File: src/rtl/tile_seq_ctrl_pkg.sv
// Shared types, default parameter values and a width helper for tile_seq_ctrl.
package tile_seq_ctrl_pkg;

    typedef enum logic [2:0] {
        IDLE,
        CLEAR,
        LOAD,
        DRAIN,
        FLUSH,
        DONE
    } state_t;

    localparam int unsigned DEF_LANES     = 5;
    localparam int unsigned DEF_PIX_W     = 5;
    localparam int unsigned DEF_IN_BEATS  = 80;
    localparam int unsigned DEF_OUT_BEATS = 324;
    localparam int unsigned DEF_PACK_W    = 8;
    localparam int unsigned DEF_CLR_CYC   = 2;
    localparam int unsigned DEF_TILES     = 0;

    // Ceil(log2(n)), never less than 1 so it can size a vector directly.
    function automatic int unsigned clog2(input int unsigned n);
        int unsigned r = 0;
        while ((64'd1 << r) < 64'(n)) r++;
        return (r == 0) ? 1 : r;
    endfunction

endpackage

File: src/rtl/tile_seq_ctrl_edge_packer.sv
// Packs serial edge bits into PACK_W-bit words, first bit in the LSB.
// A word is emitted the cycle after its completing bit; the tile's final
// bit closes the word early, leaving unused MSBs zero, and flags out_last.
module edge_packer
    import tile_seq_ctrl_pkg::*;
#(
    parameter int unsigned PACK_W = DEF_PACK_W
) (
    input  logic              clk,
    input  logic              reset_n,
    input  logic              bit_vld,
    input  logic              bit_val,
    input  logic              bit_last,
    output logic              out_valid,
    output logic [PACK_W-1:0] out_data,
    output logic              out_last
);

    localparam int unsigned FILL_W = clog2(PACK_W);

    logic [PACK_W-1:0] pack;
    logic [PACK_W-1:0] word_nx;
    logic [FILL_W-1:0] fill;
    logic              full;

    // Current word with the incoming bit dropped into its slot.
    always_comb begin
        word_nx       = pack;
        word_nx[fill] = bit_val;
    end

    assign full = (fill == FILL_W'(PACK_W - 1));

    // Accumulate bits; emit on a full word or on the tile's last bit.
    always_ff @(posedge clk or negedge reset_n) begin
        if (!reset_n) begin
            pack      <= '0;
            fill      <= '0;
            out_valid <= 1'b0;
            out_data  <= '0;
            out_last  <= 1'b0;
        end else begin
            out_valid <= 1'b0;
            out_last  <= 1'b0;
            if (bit_vld) begin
                if (full || bit_last) begin
                    out_valid <= 1'b1;
                    out_data  <= word_nx;
                    out_last  <= bit_last;
                    pack      <= '0;
                    fill      <= '0;
                end else begin
                    pack <= word_nx;
                    fill <= fill + FILL_W'(1);
                end
            end
        end
    end

endmodule

File: src/rtl/tile_seq_ctrl.sv
// Tile sequencer: clears the edge core, streams IN_BEATS pixel beats into it,
// collects OUT_BEATS edge bits back, packs them and reports per-tile stats.
module tile_seq_ctrl
    import tile_seq_ctrl_pkg::*;
#(
    parameter int unsigned LANES     = DEF_LANES,
    parameter int unsigned PIX_W     = DEF_PIX_W,
    parameter int unsigned IN_BEATS  = DEF_IN_BEATS,
    parameter int unsigned OUT_BEATS = DEF_OUT_BEATS,
    parameter int unsigned PACK_W    = DEF_PACK_W,
    parameter int unsigned CLR_CYC   = DEF_CLR_CYC,
    parameter int unsigned TILES     = DEF_TILES
) (
    input  logic                               clk,
    input  logic                               reset_n,
    input  logic                               src_valid,
    output logic                               src_ready,
    input  logic [LANES*PIX_W-1:0]             src_pix,
    output logic                               core_rst,
    output logic [LANES*PIX_W-1:0]             core_pix,
    output logic                               core_pix_vld,
    output logic                               core_load_end,
    input  logic                               core_readable,
    input  logic                               core_edge,
    output logic                               out_valid,
    output logic [PACK_W-1:0]                  out_data,
    output logic                               out_last,
    output logic [clog2(OUT_BEATS+1)-1:0]      edge_cnt,
    output logic                               cnt_valid,
    output logic [15:0]                        tile_idx,
    output logic                               done,
    output logic                               err_ovf
);

    localparam int unsigned BEAT_W = clog2(IN_BEATS + 1);
    localparam int unsigned BIT_W  = clog2(OUT_BEATS + 1);
    localparam int unsigned CLR_W  = clog2(CLR_CYC + 1);

    state_t            state, state_nx;
    logic [CLR_W-1:0]  clr_cnt;
    logic [BEAT_W-1:0] beat_cnt;
    logic [BIT_W-1:0]  bit_cnt;
    logic [BIT_W-1:0]  edge_acc;
    logic              beat_take, last_beat, bit_take, last_bit;

    assign beat_take = (state == LOAD) && src_valid;
    assign last_beat = beat_take && (beat_cnt == BEAT_W'(IN_BEATS - 1));
    assign bit_take  = (state == DRAIN) && core_readable;
    assign last_bit  = bit_take && (bit_cnt == BIT_W'(OUT_BEATS - 1));

    // State register.
    always_ff @(posedge clk or negedge reset_n) begin
        if (!reset_n) state <= IDLE;
        else          state <= state_nx;
    end

    // Next-state logic; tile_idx is already bumped when FLUSH is reached.
    always_comb begin
        state_nx = state;
        unique case (state)
            IDLE:    if (src_valid) state_nx = CLEAR;
            CLEAR:   if (clr_cnt == CLR_W'(CLR_CYC - 1)) state_nx = LOAD;
            LOAD:    if (last_beat) state_nx = DRAIN;
            DRAIN:   if (last_bit) state_nx = FLUSH;
            FLUSH:   state_nx = ((TILES != 0) && (tile_idx == 16'(TILES))) ? DONE : CLEAR;
            DONE:    state_nx = DONE;
            default: state_nx = IDLE;
        endcase
    end

    // State-decoded outputs.
    always_comb begin
        src_ready = (state == LOAD);
        core_rst  = (state == CLEAR);
        done      = (state == DONE);
    end

    // Counters, pixel pipeline and tile statistics.
    always_ff @(posedge clk or negedge reset_n) begin
        if (!reset_n) begin
            clr_cnt       <= '0;
            beat_cnt      <= '0;
            bit_cnt       <= '0;
            edge_acc      <= '0;
            core_pix      <= '0;
            core_pix_vld  <= 1'b0;
            core_load_end <= 1'b0;
            edge_cnt      <= '0;
            cnt_valid     <= 1'b0;
            tile_idx      <= '0;
            err_ovf       <= 1'b0;
        end else begin
            if (state == CLEAR) begin
                clr_cnt       <= clr_cnt + CLR_W'(1);
                beat_cnt      <= '0;
                bit_cnt       <= '0;
                edge_acc      <= '0;
                core_load_end <= 1'b0;
            end else begin
                clr_cnt <= '0;
            end
            core_pix_vld <= beat_take;
            if (beat_take) begin
                core_pix <= src_pix;
                beat_cnt <= beat_cnt + BEAT_W'(1);
            end
            if (last_beat) core_load_end <= 1'b1;
            if (bit_take) begin
                bit_cnt  <= bit_cnt + BIT_W'(1);
                edge_acc <= edge_acc + BIT_W'(core_edge);
            end
            // Tile statistics are registered on the last bit so they are
            // presented during the FLUSH cycle alongside out_last.
            cnt_valid <= last_bit;
            if (last_bit) begin
                edge_cnt <= edge_acc + BIT_W'(core_edge);
                tile_idx <= tile_idx + 16'd1;
            end
            if (core_readable && (state != DRAIN)) err_ovf <= 1'b1;
        end
    end

    edge_packer #(
        .PACK_W (PACK_W)
    ) u_packer (
        .clk       (clk),
        .reset_n   (reset_n),
        .bit_vld   (bit_take),
        .bit_val   (core_edge),
        .bit_last  (last_bit),
        .out_valid (out_valid),
        .out_data  (out_data),
        .out_last  (out_last)
    );

endmodule

File: config.mk
export PLATFORM = sky130hd
export DESIGN_NAME = tile_seq_ctrl
export DESIGN_NICKNAME = d
export VERILOG_FILES = /design/src/rtl/tile_seq_ctrl_pkg.sv /design/src/rtl/tile_seq_ctrl_edge_packer.sv /design/src/rtl/tile_seq_ctrl.sv
export SDC_FILE = /design/constraint.sdc
export NUM_CORES = 1
export LEC_CHECK = 0
export ABC_AREA = 1
export BUFFER_PORTS_ARGS = -buffer_cell sky130_fd_sc_hd__buf_2
export CAP_MARGIN = 20
export CORE_MARGIN = 5
export CORE_UTILIZATION = 55
export CTS_BUF_LIST = sky130_fd_sc_hd__clkbuf_4 sky130_fd_sc_hd__clkbuf_8 sky130_fd_sc_hd__clkbuf_16
export DETAILED_ROUTE_END_ITERATION = 10
export PLACE_DENSITY = 0.8
export RECOVER_POWER = 25
export SKIP_CTS_REPAIR_TIMING = 1
export SLEW_MARGIN = 20
export SYNTH_ARGS = -nofsm -noshare
export SYNTH_HDL_FRONTEND = slang
export SYNTH_SLANG_ARGS = --single-unit
File: constraint.sdc
create_clock -name clk -period 1.6 [get_ports clk]
set_input_delay 0.32 -clock clk [delete_from_list [all_inputs] [get_ports clk]]
set_output_delay 0.32 -clock clk [all_outputs]
set_load 0.02 [all_outputs]
==> qor.csv, run 1 <==
stage;metric;value;unit
outcome;status;complete, but fails checks;
outcome;failing checks;negative setup slack;
synthesis;sequential element share of the synthesized area;54.9;%
die;number of core rows;34;
power_and_ir_drop;VDD IR max;0.961;mV
global_routing;first-pass GRT wire length;18200;um
die;io pins;97;
global_routing;initial antenna violation count;0;
detailed_routing;WL/cell;13.7;um
die;Die Height;103;um
sta;skew final;0.0121;ns
detailed_routing;Starting DRT DRC Count;257;
worst_setup_path;CP arrival;2.00;ns
worst_setup_path;Worst setup EP type;register;
place;dpl ws;-0.0624;ns
layout;commonest cells after routing, fill and taps aside;nand2_1 (216), dfrtp_1 (102), buf_2 (94), inv_1 (42), nor2_1 (37);
place;port bufs;96;
synthesis;area leader, netlist;dfrtp_1;
cts;Clock Latency Late Sink;0.36;ns
sta;RSZ-0062 raised after global routing;true;
synthesis;Synth cell types;29;
worst_setup_path;CP Max Fanout;8;
cts;clock sink count;105;
detailed_routing;final wirelength;11200;um
synthesis;area share of the leading cell type in the synthesized netlist;54.9;%
cts;TritonCTS clock tree;yes;
run;Max-Cap Viols;0;
detailed_routing;DR WL met2;5560;um
synthesis;cells taking the most area after synthesis;dfrtp_1 (55%), nand2_1 (18%), o21ai_0 (4.5%);
detailed_routing;wire length on met1;4800;um
layout;Layout area overhead;28.5;%
die;core footprint;8590;um2
worst_setup_path;Worst Path Required;1.89;ns
sta;fmax;0.585;GHz
detailed_routing;Vias per Instance;5.12;
global_routing;largest net degree at the start of global routing;55;
worst_setup_path;critical path class;reg -> reg;
synthesis;synthesized cell area;4780;um2
power_and_ir_drop;Pleak;3.27;nW
synthesis;Yosys warning total;0;
sta;endpoints failing setup;11;
place;routability-driven placement congestion ratio;0.879;
sta;Least-Margin Pin Slew;0.730;ns
sta;Final WS setup;-0.110;ns
layout;Nets;742;
detailed_routing;remaining antenna violation count after routing;0;
worst_setup_path;crit start category;register;
detailed_routing;Max Used Layer;met4;
die;Initial Util;55.7;%
detailed_routing;Remaining DRCs;0;
synthesis;Syn Area/Cell;8.26;um2
detailed_routing;Initial DRT Pass Iterations;4;
place;post-DP HPWL;7620;um
layout;layout cells sized above 1;28.2;%
cts;CTS root buf;clkbuf_8;
cts;cts bufs inserted;9;
layout;commonest non-fill, non-tap cell in the layout;nand2_1;
synthesis;post-synthesis register bit count;105;
sta;final hold viol count;0;
global_routing;Tot GR Track Use;21.2;%
min_path;worst hold path type;in -> reg;
synthesis;syn_nets;617;
sta;max-slew violations;0;
sta;final worst-path cycle share;107;%
sta;Slew headroom;51.3;%
layout;non-filler instance count after layout;817;
layout;# diodes;0;
global_routing;GRT overflow;0;
place;placed cells;787;
sta;min Tclk post-route;1.71;ns
die;die footprint;10700;um2
cts;Clock Pin Slew Worst Setup and Hold Paths;0.10;ns
detailed_routing;met3 wire length;629;um
detailed_routing;vias after detailed routing;4182;
synthesis;Synth Instances;579;
power_and_ir_drop;Power Density;1480;nW/um2
global_routing;number of global-route vias before repair;4178;
cts;H-tree depth;3;
die;DIE WIDTH;103;um
cts;Max Root-Sink Buffers;2;
cell type report:
class	instances	area, um2
Inverter	48	193
Sequential cell	105	2630
Timing Repair inverter	2	16.3
Timing Repair Buffer	129	838
Clock inverter	5	108
Tap cell	108	135
Multi-Input combinational cell	409	2070
Clock buffer	11	151
Fill cell	669	2450
sequential cells by signal, indices dropped and copies added (netlist names):
register / cells
core_pix: 25
tile_idx: 16
bit_cnt: 9
edge_acc: 9
edge_cnt: 9
u_packer.out_data: 8
u_packer.pack: 8
beat_cnt: 7
state: 3
u_packer.fill: 3
clr_cnt: 2
cnt_valid: 1
core_load_end: 1
core_pix_vld: 1
err_ovf: 1
u_packer.out_last: 1
u_packer.out_valid: 1
kinds of logic (layout without fill, tap and decap cells):
kind of cell	after synthesis	in the layout	synth area share, %
buffers and inverters	65	195	5.62
AO/OA/AOI/OAI	62	62	7.04
XOR/XNOR	19	19	3.48
flip-flops	105	105	54.9
adder cells (fa/ha/maj)	8	8	2.09
AND/OR/NAND/NOR	320	320	26.8
metal layers:
metal	GRT usage [%]	vias to the layer above
met5	0	-
met4	6.47	0
met3	4.43	21
met2	37.0	106
met1	26.5	1988
li1	-	2067
final timing paths:
kind / from / slack, ns / depth (start not counted) / end
min in group asynchronous: reset_n / 0.67 / 3 / tile_idx[5]
worst max register to register: state[2] / -0.11 / 9 / bit_cnt[3]
worst min-delay path: src_pix[12] / 0.15 / 3 / core_pix[12]
max in group asynchronous: reset_n / 0.41 / 3 / tile_idx[11]
worst max-delay path: state[2] / -0.11 / 9 / bit_cnt[3]
worst min register to register: clr_cnt[0] / 0.44 / 1 / clr_cnt[0]
stage by stage:
step | total power, W | hold slack [ns] | TNS (ns) | util (%) | cell area, um2
final | 0.00907 | 0.149 | -0.469 | 71.5 | 6140
after global routing | 0.00966 | 0.138 | -3.53 | 71.5 | 6140
after CTS | 0.00865 | -0.0531 | -1.45 | 67.3 | 5780
after detailed placement | 0.00658 | 0.346 | -0.281 | 64.2 | 5520
after global placement | 0.00646 | 0.344 | 0 | 64.2 | 5520
after floorplan | 0.00551 | 0.0244 | 0 | - | 4780
power breakdown:
group          switching, W  internal, W
Combinational       0.00212      0.00125
Clock              0.000905      0.00114
Sequential         0.000403      0.00326
Total               0.00342      0.00565
synth_stat cells:
cell      instances
o22ai_1           4
a21oi_2           1
o21a_1            1
nor3_1            6
dfrtp_1         105
a32o_1            1
buf_6             1
ha_1              8
inv_1            47
nor2_1           47
nand3_1          24
a21oi_1           9
buf_4             1
nor2_4            1
nand4_1           6
a22o_1            2
nor2_2            2
clkbuf_1          4
xnor2_1           4
nand3b_1          1
o21bai_1          1
or2_2             1
buf_2            11
xor2_1           15
nand2_1         229
inv_2             1
nand3_2           1
o21ai_0          43
nand2_2           2
critical path: stages, from the launching register on:
cell,delay [ns]
dfrtp_2,0.46
inv_2,0.10
nand3_4,0.08
nor2_4,0.18
buf_12,0.14
clkinvlp_4,0.21
buf_12,0.23
nor2_4,0.08
nand2_1,0.07
o21ai_1,0.08
Note: power is estimated with default switching activity, not from simulation.
==> inputs of run 2 (changes only) <==
--- a/config.mk
+++ b/config.mk
@@ -9,10 +9,10 @@
 export BUFFER_PORTS_ARGS = -buffer_cell sky130_fd_sc_hd__buf_2
 export CAP_MARGIN = 20
 export CORE_MARGIN = 5
-export CORE_UTILIZATION = 55
+export CORE_UTILIZATION = 51
 export CTS_BUF_LIST = sky130_fd_sc_hd__clkbuf_4 sky130_fd_sc_hd__clkbuf_8 sky130_fd_sc_hd__clkbuf_16
 export DETAILED_ROUTE_END_ITERATION = 10
-export PLACE_DENSITY = 0.8
+export PLACE_DENSITY = 0.75
 export RECOVER_POWER = 25
 export SKIP_CTS_REPAIR_TIMING = 1
 export SLEW_MARGIN = 20
==> constraint.sdc (replaced) <==
create_clock -name clk -period 2.1 [get_ports clk]
set_input_delay 0.42 -clock clk [delete_from_list [all_inputs] [get_ports clk]]
set_output_delay 0.42 -clock clk [all_outputs]
set_load 0.02 [all_outputs]
==> run 2 against run 1 <==
Die area grew 7.1%. Hold slack gained 0.092 ns. Clock power shrank 36%. Wire length shrank 8.6%. Cell area shrank 8.8%. The run now ends clean. Clock skew grew 0.0023 ns. Combinational power shrank 38%.
==> qor.csv, run 2 (synthesis gave the netlist of run 1 again) <==
stage;metric;value;unit
cts;H-tree depth;3;
place;port bufs;96;
worst_setup_path;critical path class;reg -> out;
detailed_routing;Initial DRT Pass Iterations;5;
cts;clock sink count;105;
layout;layout cells sized above 1;19.0;%
layout;commonest non-fill, non-tap cell in the layout;nand2_1;
die;Die Height;107;um
layout;final-layout fill cell count;828;
place;routability-driven placement congestion ratio;0.868;
layout;max FFs per register;25;
detailed_routing;Vias per Instance;4.98;
die;io pins;97;
worst_setup_path;CP arrival;1.40;ns
power_and_ir_drop;Power Density;1100;nW/um2
cts;Clock Pin Slew Worst Setup and Hold Paths;0.10;ns
sta;final worst-path cycle share;86.8;%
min_path;worst hold path type;in -> reg;
detailed_routing;met3 wire length;600;um
place;post-DP HPWL;7590;um
sta;final hold viol count;0;
power_and_ir_drop;total power;0.00617;W
die;Initial Util;52.0;%
worst_setup_path;Worst setup EP type;output pin;
die;core footprint;9200;um2
global_routing;initial antenna violation count;0;
worst_setup_path;slowest CP cell;dfrtp_1;
detailed_routing;WL/cell;12.9;um
worst_setup_path;crit start category;register;
sta;Least-Margin Pin Slew;0.754;ns
sta;endpoints failing setup;0;
global_routing;GRT overflow;0;
cts;TritonCTS clock tree;yes;
detailed_routing;wire length on met1;4740;um
layout;# diodes;0;
sta;RSZ-0062 raised after global routing;false;
detailed_routing;vias after detailed routing;3961;
die;number of core rows;35;
layout;commonest cells after routing, fill and taps aside;nand2_1 (229), dfrtp_1 (105), buf_2 (95), inv_1 (47), nor2_1 (47);
worst_setup_path;Worst Path Required;1.68;ns
power_and_ir_drop;VDD IR max;0.686;mV
layout;Layout area overhead;17.2;%
run;Max-Cap Viols;0;
layout;Nets;718;
detailed_routing;Remaining DRCs;0;
worst_setup_path;CP Max Fanout;4;
die;DIE WIDTH;107;um
sta;min Tclk post-route;1.82;ns
power_and_ir_drop;Pleak;3.06;nW
detailed_routing;DR WL met2;4740;um
cts;cts bufs inserted;9;
cts;Clock Latency Late Sink;0.37;ns
die;die footprint;11400;um2
cts;Max Root-Sink Buffers;2;
global_routing;first-pass GRT wire length;18200;um
global_routing;Tot GR Track Use;19.4;%
global_routing;number of global-route vias before repair;4064;
worst_setup_path;CP peak stage delay;0.42;ns
global_routing;largest net degree at the start of global routing;41;
detailed_routing;remaining antenna violation count after routing;0;
outcome;status;finished, final reports clean;
sta;Setup TNS Final;0;ns
layout;Largest regs;core_pix (25), tile_idx (16);
worst_setup_path;crit-path cells;nor2_1 -> nand2_1 -> inv_1 -> buf_2;
sta;fmax;0.548;GHz
detailed_routing;Max Used Layer;met4;
sta;skew final;0.0143;ns
layout;register with the most flip-flops;core_pix;
sta;Slew headroom;49.7;%
cts;CTS root buf;clkbuf_8;
detailed_routing;final wirelength;10200;um
sta;max-slew violations;0;
detailed_routing;Starting DRT DRC Count;186;
==> run 2: final cells by class <==
cell class	count	area (um2)	share of cell area (%)
flip-flops and latches	105	2630	46.9
inverters	48	180	3.21
clock buffers	10	138	2.46
multi-input cells	409	1880	33.6
well taps	111	139	2.48
clock inverters	6	73.8	1.32
repair buffers	107	566	10.1
==> run 2: worst paths after layout <==
| kind | start | endpoint | slack, ns | cells after the start |
|---|---|---|---|---|
| hold reg to reg | clr_cnt[0] | clr_cnt[0] | 0.44 | 1 |
| hold / removal | src_pix[9] | core_pix[9] | 0.24 | 3 |
| setup / recovery | state[2] | src_ready | 0.28 | 4 |
| min in group asynchronous | reset_n | core_pix[2] | 0.64 | 2 |
| max in group asynchronous | reset_n | edge_acc[8] | 0.38 | 3 |
| setup reg to reg | state[2] | tile_idx[4] | 0.35 | 9 |
==> run 2: stage by stage <==
stage          instances  hold slack, ns  instance area [um2]  setup WS, ns  util, %
2_1_floorplan        579           0.124                 4780         0.518        -
3_3_place_gp         779           0.387                 5420         0.407     58.9
3_5_place_dp         779           0.395                 5420         0.366     58.9
4_1_cts              795        -0.00432                 5630         0.258     61.2
5_1_grt              796           0.219                 5610         0.135     61.0
6_report             796           0.241                 5610         0.276     61.0
==> run 2: critical path: cells and delay by family, from the launching register on <==
kind	cells	cell delay [ns]
and+or+nand+nor	2	0.34
buffers and inverters	2	0.28
DFF	1	0.42
==> run 2: report_power, final <==
part           switching (W)  internal (W)  total (W)
Clock               0.000709      0.000598    0.00131
Combinational        0.00140      0.000673    0.00208
Sequential          0.000304       0.00248    0.00279
Total                0.00242       0.00375    0.00617
==> run 2: metal layers <==
metal	global-route usage (%)	up-vias
met5	0	-
met4	5.84	0
met3	4.88	14
met2	32.4	105
met1	25.2	1826
li1	-	2016
